==> src/rtl/nbcd_updown_counter_if.sv <==
// nbcd_updown_counter_if
//   Control/data bundle for one N-digit BCD up/down counter stage.
//   master : drives m_ei, m_up, m_load, m_d; observes q, eu, load_err
//   slave  : the counter itself
//   Signals
//     m_ei      count enable / carry-borrow in from a lower stage
//     m_up      direction, 1 = up, 0 = down
//     m_load    synchronous parallel load strobe
//     m_d       packed BCD load value, digit 0 in [3:0]
//     q         registered packed BCD count
//     eu        combinational carry/borrow out (feed to next stage m_ei)
//     load_err  one-cycle flag, previous load held a non-BCD digit
interface nbcd_updown_counter_if #(
  parameter int N_DIGITS = 4
);
  logic                  m_ei;
  logic                  m_up;
  logic                  m_load;
  logic [4*N_DIGITS-1:0] m_d;
  logic [4*N_DIGITS-1:0] q;
  logic                  eu;
  logic                  load_err;

  modport master (
    output m_ei, m_up, m_load, m_d,
    input  q, eu, load_err
  );

  modport slave (
    input  m_ei, m_up, m_load, m_d,
    output q, eu, load_err
  );
endinterface

==> src/rtl/nbcd_updown_counter.sv <==
// nbcd_updown_counter
//   Parameterised N-digit BCD counter: count enable, up/down, synchronous
//   parallel load with BCD validation, wrap or saturate at the terminal value.
//   Stages cascade by feeding eu into the next stage's m_ei.
//   Parameters
//     N_DIGITS  number of BCD digits (1..8), digit k at q[4k+3:4k]
//     WRAP      1 = wrap at terminal, 0 = saturate at terminal
//   Ports
//     m_clock   rising-edge clock
//     m_reset   synchronous active-high reset (clears q and load_err)
//     bus       slave side of nbcd_updown_counter_if (m_ei, m_up, m_load,
//               m_d in; q, eu, load_err out)

// Single decimal digit step: +1 / -1 with 9<->0 roll. Purely combinational;
// the parent decides which digits step on a given edge.
module nbcd_digit (
  input  logic [3:0] cur,
  input  logic       step,
  input  logic       up,
  output logic [3:0] nxt
);
  always_comb begin
    nxt = cur;
    if (step) begin
      if (up) nxt = (cur >= 4'd9) ? 4'd0 : cur + 4'd1;
      else    nxt = (cur == 4'd0) ? 4'd9 : cur - 4'd1;
    end
  end
endmodule

module nbcd_updown_counter #(
  parameter int N_DIGITS = 4,
  parameter bit WRAP     = 1'b1
) (
  input  logic                  m_clock,
  input  logic                  m_reset,
  nbcd_updown_counter_if.slave  bus
);

  logic [N_DIGITS-1:0][3:0] q_r;      // current count, one nibble per digit
  logic [N_DIGITS-1:0][3:0] d_fix;    // load value with non-BCD digits zeroed
  logic [N_DIGITS-1:0][3:0] cnt_nxt;  // count value after one step
  logic [N_DIGITS-1:0]      bad;      // load digit k is > 9
  logic [N_DIGITS-1:0]      step;     // digit k steps this edge
  logic [N_DIGITS:0]        all9;     // all9[k]: digits below k are all 9
  logic [N_DIGITS:0]        all0;     // all0[k]: digits below k are all 0
  logic                     at_term;
  logic                     sat_hold;
  logic                     load_err_r;

  assign all9[0] = 1'b1;
  assign all0[0] = 1'b1;

  // Ripple prefix terms: a digit moves only when every lower digit is at
  // its roll point for the current direction.
  for (genvar k = 0; k < N_DIGITS; k++) begin : g_dig
    logic [3:0] d_dig;
    assign d_dig      = bus.m_d[4*k +: 4];
    assign bad[k]     = (d_dig > 4'd9);
    assign d_fix[k]   = bad[k] ? 4'd0 : d_dig;
    assign all9[k+1]  = all9[k] & (q_r[k] == 4'd9);
    assign all0[k+1]  = all0[k] & (q_r[k] == 4'd0);
    assign step[k]    = bus.m_up ? all9[k] : all0[k];
  end

  nbcd_digit u_dig [N_DIGITS-1:0] (
    .cur  (q_r),
    .step (step),
    .up   (bus.m_up),
    .nxt  (cnt_nxt)
  );

  // Terminal is direction-dependent: 9..9 going up, 0..0 going down.
  // With wrap, the digit steps already produce 0..0 / 9..9 at terminal,
  // so only saturate mode needs an explicit hold.
  assign at_term  = bus.m_up ? all9[N_DIGITS] : all0[N_DIGITS];
  assign sat_hold = at_term & ~WRAP;

  always_ff @(posedge m_clock) begin
    if (m_reset) begin
      q_r        <= '0;
      load_err_r <= 1'b0;
    end else if (bus.m_load) begin
      q_r        <= d_fix;
      load_err_r <= |bad;
    end else begin
      load_err_r <= 1'b0;
      if (bus.m_ei && !sat_hold) q_r <= cnt_nxt;
    end
  end

  // eu stays asserted at terminal even when saturating, so upper stages
  // in a cascade still advance. A load masks it for that cycle.
  assign bus.eu       = bus.m_ei & ~bus.m_load & at_term;
  assign bus.q        = q_r;
  assign bus.load_err = load_err_r;

endmodule
==> src/flat_wrapper.sv <==
// flat-port wrapper written by rule: the top's interface ports become plain ports
module nbcd_updown_counter_flat 
#(
  parameter int N_DIGITS = 4,
  parameter bit WRAP     = 1'b1
)
  (m_clock, m_reset, bus_m_ei, bus_m_up, bus_m_load, bus_m_d, bus_q, bus_eu, bus_load_err);
  nbcd_updown_counter_if #(.N_DIGITS(N_DIGITS)) bus_i ();
  input  logic m_clock;
  input  logic m_reset;
  input wire logic [$bits(bus_i.m_ei)-1:0] bus_m_ei;
  input wire logic [$bits(bus_i.m_up)-1:0] bus_m_up;
  input wire logic [$bits(bus_i.m_load)-1:0] bus_m_load;
  input wire logic [$bits(bus_i.m_d)-1:0] bus_m_d;
  output wire logic [$bits(bus_i.q)-1:0] bus_q;
  output wire logic [$bits(bus_i.eu)-1:0] bus_eu;
  output wire logic [$bits(bus_i.load_err)-1:0] bus_load_err;
  assign bus_i.m_ei = bus_m_ei;
  assign bus_i.m_up = bus_m_up;
  assign bus_i.m_load = bus_m_load;
  assign bus_i.m_d = bus_m_d;
  assign bus_q = bus_i.q;
  assign bus_eu = bus_i.eu;
  assign bus_load_err = bus_i.load_err;
  nbcd_updown_counter #(.N_DIGITS(N_DIGITS), .WRAP(WRAP)) u_core (.m_clock(m_clock), .m_reset(m_reset), .bus(bus_i));
endmodule
==> config.mk <==
export PLATFORM = sky130hd
export DESIGN_NAME = nbcd_updown_counter_flat
export DESIGN_NICKNAME = d
export VERILOG_FILES = /design/src/rtl/nbcd_updown_counter_if.sv /design/src/rtl/nbcd_updown_counter.sv /design/src/flat_wrapper.sv
export SDC_FILE = /design/constraint.sdc
export NUM_CORES = 1
export LEC_CHECK = 0
export ABC_AREA = 1
export BUFFER_PORTS_ARGS = -buffer_cell sky130_fd_sc_hd__buf_2
export CAP_MARGIN = 20
export CORE_MARGIN = 4
export CORE_UTILIZATION = 54
export DETAILED_ROUTE_END_ITERATION = 8
export GPL_ROUTABILITY_DRIVEN = 0
export PLACE_DENSITY = 0.85
export REMOVE_ABC_BUFFERS = 1
export SLEW_MARGIN = 10
export SYNTH_ARGS = -nofsm -noshare
export SYNTH_HDL_FRONTEND = slang
export SYNTH_SLANG_ARGS = --single-unit
==> constraint.sdc <==
create_clock -name m_clock -period 1.65 [get_ports m_clock]
set_clock_uncertainty 0.1 [all_clocks]
set_input_delay 0.2475 -clock m_clock [delete_from_list [all_inputs] [get_ports m_clock]]
set_output_delay 0.2475 -clock m_clock [all_outputs]
set_load 0.02 [all_outputs]
==> parameters.txt, run 1 <==
Parameter                              Value

Run status
  Status    finished, violations left
  Failing checks    setup timing

Floorplanning
  Area enclosed by the die boundary    0.00411 mm²
  Die X-Extent    64.1 µm
  Area of the core    0.00303 mm²
  Number of rows in the core area    20
  Initial core utilization    0.562
  Die outline height    64.1 µm
  IO Pins    39

Placement
  Placement-stage worst setup slack    -14.1 ps
  Detailed placer's ending HPWL    3.62 mm
  PortBufs    38

Worst hold path
  Launch instance of the worst min-delay path    m_reset
  Type of the worst min-delay path    in2reg
  Worst hold path stage count    2
  Worst Hold Endpoint    u_core.bus.q[13]$_SDFFE_PP0P_

Clock tree
  H-tree level count    1
  Maximum clock insertion buffer count    2
  Clk Latency, worst-skew pair    320 ps
  TritonCTS Buffers    3
  Clock tree from TritonCTS    done
  Root buffer cell    clkbuf_4
  Clock Sink Count    17
  Clock transition time at the flip-flop clock pins of the worst setup and hold paths    130 ps

Worst setup path
  CP required    1300 ps
  Cell-by-cell listing of the critical path    buf_4 > ha_4 > nand4_1 > nand2_2 > nand3_2 > nor2_1 > buf_4
  Critical path's most frequent cell    buf_4
  Crit path launch type    flop
  Flop2flop setup slack    -60 ps
  Register-to-Register Path Depth    12
  CP Max Fanout    6
  Slowest cell on the critical path    dfxtp_2
  Crit Path Category    reg2out
  Largest stage delay, worst path    360 ps
  FF-to-FF Start    u_core.bus.q[1]$_SDFFE_PP0P_
  Data arrival at the endpoint of the critical path    1610 ps
  Destination of the worst register-to-register timing path    u_core.bus.q[8]$_SDFFE_PP0P_
  Kind of capture point of the worst setup path    primary output

STA
  Final setup violation count    10
  Hold Vio Cnt, Final    0
  Maximum achievable frequency    0.511 GHz
  Final-report max-slew violation count    0
  Slew of the pin with the lowest slew margin    424 ps
  Final clock period utilization by the worst path    1.19
  Unrepaired setup endpoints after global routing    yes
  Min Clock Period, post-route    1960 ps
  Post-route worst setup slack    -307 ps
  Relative slew margins    0.717

Synth
  Sequential cell area fraction in the yosys report    0.200
  Count of mapped cells out of synthesis    272
  Synthesized cell area    0.00170 mm²
  Distinct cell type count after synthesis    29
  Synthesized area per cell    6.26 µm²
  Number of warning messages in the yosys log    0
  Count of state elements after synthesis    17

Detailed routing
  Post-detailed-route DRC marker count    0
  Drt total wl    6.95 mm
  Length of the first detailed-routing pass in iterations    5
  Wire per inst    17.6 µm
  Residual antenna-violating net count after detailed routing    0
  Total via count in the routed design    2427
  First DRT Iteration DRCs    327
  Via/cell ratio    6.14

Global route
  Antenna violations before repair    0
  Number of global-route vias before repair    2144
  Global-route wire length before repair    9.70 mm
  Total track usage    0.289
  GRT overflow    0
  Maximum number of pins on one net before global-route repair    16

Pwr
  Overall power after layout    1.61 mW
  PwrDens    625 mW/mm²
  Leakage component of the power    1.22 nW
  Peak supply drop    0.573 mV

Layout
  Count of antenna diodes in the layout    0
  Synth-to-Final Area Change    51.8%
  Layout cell share with drive strength beyond 1    0.462
  NumNets Final    386
  Filler instances    175

Job
  Max-cap viol count    0
## through the flow
step | cells | setup TNS, ps | hold WS, ps | util | area, µm²
after floorplan | 264 | -325 | 210 | - | 1660
after global placement | 370 | 0 | 431 | 0.688 | 2080
after detailed placement | 370 | -14.1 | 433 | 0.688 | 2080
after CTS | 389 | -227 | 116 | 0.786 | 2380
after global routing | 395 | -1570 | 125 | 0.853 | 2580
final | 395 | -675 | 116 | 0.853 | 2580
## what timing repair did
action / CTS / global route
setup endpoints to repair: 3 / 15
buffers inserted: 15 / 9
gates resized for setup: 50 / 48
cloned: 0 / 0
pin swaps: 14 / 23
hold buffers: 0 / 0
## cell usage after synthesis
cell type / instances / area [µm²]
inv_1: 26 / 97.6
nand2_1: 43 / 161
nand3b_1: 1 / 7.51
o21ai_0: 25 / 125
o21ai_4: 1 / 16.3
ha_1: 13 / 163
nor2_2: 1 / 6.26
buf_2: 4 / 20.0
a21oi_1: 16 / 80.1
o21ai_1: 3 / 15.0
a31oi_1: 3 / 18.8
nand4_1: 8 / 50.1
a21oi_2: 2 / 17.5
nor3_1: 4 / 20.0
nand2_2: 4 / 25.0
o22ai_1: 2 / 12.5
dfxtp_1: 17 / 340
nand3_1: 37 / 185
nand3_2: 3 / 30.0
o211ai_1: 7 / 52.6
clkbuf_1: 1 / 3.75
inv_2: 7 / 26.3
nor2_1: 31 / 116
xor2_1: 6 / 52.6
xnor2_1: 1 / 8.76
buf_4: 2 / 15.0
clkbuf_2: 1 / 5.00
o21a_1: 1 / 7.51
nand2_4: 2 / 22.5
## flip-flops by register name, summed over array words and instances, names as in the netlist
register             flops
u_core.bus.load_err      1
u_core.bus.q            16
## placed cells by master (no fill, tap or decap), drive strengths merged
| cell type | n |
|---|---|
| a21oi | 18 |
| a31oi | 3 |
| buf | 83 |
| clkbuf | 4 |
| dfxtp | 17 |
| ha | 13 |
| inv | 33 |
| nand2 | 49 |
| nand3 | 40 |
| nand3b | 1 |
| nand4 | 8 |
| nor2 | 32 |
| nor3 | 4 |
| o211ai | 7 |
| o21a | 1 |
| o21ai | 29 |
| o22ai | 2 |
| xnor2 | 1 |
| xor2 | 6 |
## layout make-up
cell class                      count  area [µm²]  share of cell area
Clock buffer                        4        26.3              0.0102
Inverter                           33         141              0.0547
Multi-Input combinational cell    214        1450               0.563
Sequential cell                    17         364               0.141
Tap cell                           44        55.1              0.0213
Timing Repair Buffer               83         542               0.210
## per-layer routing
| metal | routed length, µm | vias up | global-route usage |
|---|---|---|---|
| met4 | 444 | 0 | 0.116 |
| li1 | - | 1085 | - |
| met1 | 2490 | 1100 | 0.344 |
| met5 | 0 | - | 0 |
| met2 | 3370 | 189 | 0.502 |
| met3 | 643 | 53 | 0.0615 |
## report_power, final
| part | internal (mW) | switching, mW |
|---|---|---|
| Sequential | 0.446 | 0.0436 |
| Combinational | 0.366 | 0.506 |
| Clock | 0.0945 | 0.160 |
| Total | 0.906 | 0.709 |
## critical path, delay by kind of cell (launching register included)
family	cells	cell delay, ps
AND/OR/NAND/NOR	4	500
flip-flops	1	360
buffers and inverters	2	310
adder cells (fa/ha/maj)	1	140
## kinds of logic (layout without fill, tap and decap cells)
family,count (synthesis),after routing,synth area share
buffers and inverters,41,120,0.0985
AO/OA/AOI/OAI,60,60,0.203
AND/OR/NAND/NOR,134,134,0.367
XOR/XNOR,7,7,0.0360
flip-flops,17,17,0.200
adder cells (fa/ha/maj),13,13,0.0956
## how the worst max path moves through the flow
stage,from,to
5_1_grt,u_core.bus.q[4]$_SDFFE_PP0P_,bus_eu
2_1_floorplan,u_core.bus.q[4]$_SDFFE_PP0P_,bus_eu
6_report,u_core.bus.q[8]$_SDFFE_PP0P_,bus_eu
3_5_place_dp,u_core.bus.q[4]$_SDFFE_PP0P_,u_core.bus.q[6]$_SDFFE_PP0P_
3_3_place_gp,u_core.bus.q[4]$_SDFFE_PP0P_,u_core.bus.q[6]$_SDFFE_PP0P_
4_1_cts,u_core.bus.q[9]$_SDFFE_PP0P_,bus_eu
Power figures use the tool's default switching activity.
==> run 2: changes to the inputs <==
Settings changed: BUFFER_PORTS_ARGS -buffer_cell sky130_fd_sc_hd__buf_2 to -buffer_cell sky130_fd_sc_hd__buf_4.
==> run 2 against run 1 <==
Compared with the run above:
- the run still ends with setup timing left
- die area did not move
- worst setup slack improved by 38 ps
- register-to-register slack lost 90 ps
- critical path type unchanged
==> parameters.txt, run 2 (synthesized netlist as in run 1, its figures left out) <==
Parameter                              Value

Run status
  Status    finished, violations left
  Failing checks    setup timing

Detailed routing
  Residual antenna-violating net count after detailed routing    0 (unchanged)
  Wire per inst    16.7 µm (-5.2%)
  Total via count in the routed design    2376 (-2.1%)
  Post-detailed-route DRC marker count    0 (unchanged)
  Drt total wl    6.59 mm (-5.2%)
  Via/cell ratio    6.02 (-2.1%)
  Length of the first detailed-routing pass in iterations    7 (+2)
  First DRT Iteration DRCs    261 (-20%)

Placement
  Placed cell count    366 (-1.1%)
  PortBufs    38 (unchanged)
  Detailed placer's ending HPWL    3.62 mm (about the same)

Clock tree
  Root buffer cell    clkbuf_4
  Maximum clock insertion buffer count    2 (unchanged)
  TritonCTS Buffers    3 (unchanged)
  H-tree level count    1 (unchanged)
  Clock transition time at the flip-flop clock pins of the worst setup and hold paths    120 ps (about the same)
  Clock tree from TritonCTS    done
  Clock Sink Count    17 (unchanged)
  Clk Latency, worst-skew pair    310 ps (about the same)

Layout
  Most frequent standard cell in the layout excluding fill and tap cells    buf_4
  Synth-to-Final Area Change    50.6%
  Most frequent cells in the layout    77 x buf_4, 38 x nand2_1, 36 x nand3_1
  Cell Count, Final, Fillers Out    395 (unchanged)
  Filler instances    179 (+2.3%)
  Flip-flop count of the largest register after layout    16 (unchanged)
  Layout cell share with drive strength beyond 1    0.402 (-0.0598)
  NumNets Final    386 (unchanged)
  Count of antenna diodes in the layout    0 (unchanged)

Worst setup path
  CP required    1300 ps (about the same)
  Kind of capture point of the worst setup path    primary output
  Flop2flop setup slack    -150 ps (-90 ps)
  Data arrival at the endpoint of the critical path    1570 ps (-40 ps)
  CP Max Fanout    5 (-1)
  Crit path launch type    flop
  Crit Path Category    reg2out

STA
  Final clock period utilization by the worst path    1.16 (-0.0231)
  Maximum achievable frequency    0.521 GHz (+2.0%)
  Slew of the pin with the lowest slew margin    336 ps (-88.8 ps)
  Min Clock Period, post-route    1920 ps (-38.2 ps)
  Post-route worst setup slack    -269 ps (+38.2 ps)
  Hold Vio Cnt, Final    0 (unchanged)
  Relative slew margins    0.774 (+0.0571)
  Final-report max-slew violation count    0 (unchanged)
  Unrepaired setup endpoints after global routing    yes
  Worst hold margin    66.7 ps (-49.6 ps)
  Final setup violation count    12 (+2)

Global route
  Maximum number of pins on one net before global-route repair    21 (+5)
  Total track usage    0.294 (+0.00420)
  Antenna violations before repair    0 (unchanged)
  Met2 Track Usage GR    0.526 (+0.0245)
  Met1 track demand over resource in global routing    0.337 (-0.00783)
  Number of global-route vias before repair    2160 (+0.75%)
  Met3 layer usage reported by global route    0.0439 (-0.0176)
  Global-route wire length before repair    9.75 mm (+0.49%)
  GRT overflow    0 (unchanged)
  Busiest metal layer after global routing    met2

Floorplanning
  Number of rows in the core area    20 (unchanged)
  Die X-Extent    64.1 µm (unchanged)
  Area enclosed by the die boundary    0.00411 mm² (unchanged)
  Die outline height    64.1 µm (unchanged)
  Area of the core    0.00303 mm² (unchanged)
  Initial core utilization    0.562 (unchanged)
  IO Pins    39 (unchanged)

Pwr
  Clock network fraction of design power    0.161 (+0.004)
  Net Switching    0.668 mW (-5.9%)
  Leakage component of the power    1.22 nW (+0.19%)
  PwrDens    620 mW/mm² (-0.93%)
  Fraction of power spent switching nets    0.421 (-0.0186)
  Part of the power in registers    0.309 (+0.006)
  Pint    0.920 mW (+1.6%)
  Peak supply drop    0.544 mV (-5.0%)
  Combinational cell fraction of total power    0.531 (-0.009)

Worst hold path
  Type of the worst min-delay path    in2reg

Job
  Max-cap viol count    0 (unchanged)
-- run 2: path summary, 6_finish.rpt --
kind,startpoint,endpoint,cells after the start
worst min register to register,u_core.bus.q[0]$_SDFFE_PP0P_,u_core.bus.q[0]$_SDFFE_PP0P_,2
worst max-delay path,u_core.bus.q[13]$_SDFFE_PP0P_,bus_eu,7
worst min-delay path,m_reset,u_core.bus.q[7]$_SDFFE_PP0P_,2
worst max register to register,u_core.bus.q[8]$_SDFFE_PP0P_,u_core.bus.q[12]$_SDFFE_PP0P_,10
-- run 2: repair_timing --
| item | CTS | global route |
|---|---|---|
| hold buffers | 0 | 0 |
| pin swaps | 10 | 11 |
| resized for setup | 37 | 21 |
| setup buffers | 17 | 8 |
| setup endpoints to repair | 1 | 13 |
| gates cloned | 0 | 0 |
-- run 2: critical path, cell delays in order (launching register included) --
cell      delay [ps]
dfxtp_1          340
inv_2            110
ha_1             170
inv_1             70
nor3_1           170
o211ai_1         130
nor2_2           130
buf_6            130
-- run 2: power by group through the flow --
stage                     Sequential, mW  Combinational, mW  Clock (mW)
after floorplan                    0.537              0.319           0
after CTS                          0.483              0.728       0.245
after global routing               0.493              0.901       0.274
after global placement             0.483              0.602           0
after detailed placement           0.484              0.615           0
final                              0.490              0.842       0.255
-- run 2: cell type report --
| cell class | count | area (µm²) | area share |
|---|---|---|---|
| well taps | 44 | 55.1 | 0.0215 |
| inverters | 33 | 131 | 0.0513 |
| flip-flops and latches | 17 | 359 | 0.140 |
| repair buffers | 83 | 654 | 0.255 |
| clock buffers | 4 | 26.3 | 0.0103 |
| multi-input cells | 214 | 1340 | 0.521 |
-- run 2: stage by stage --
stage / util / total power, mW / worst slack (ps) / cell area [µm²] / setup TNS (ps)
final: 0.846 / 1.59 / -269 / 2560 / -1160
after global routing: 0.846 / 1.67 / -316 / 2560 / -2030
after CTS: 0.803 / 1.46 / -163 / 2430 / -268
after detailed placement: 0.714 / 1.10 / -0.406 / 2160 / -0.406
after global placement: 0.714 / 1.08 / 46.0 / 2160 / 0
after floorplan: - / 0.855 / -116 / 1660 / -325
-- run 2: layer usage --
layer / share of wire / vias up
li1: - / 1081
met1: 0.37 / 1073
met2: 0.48 / 179
met3: 0.091 / 43
met4: 0.055 / 0
met5: 0 / -
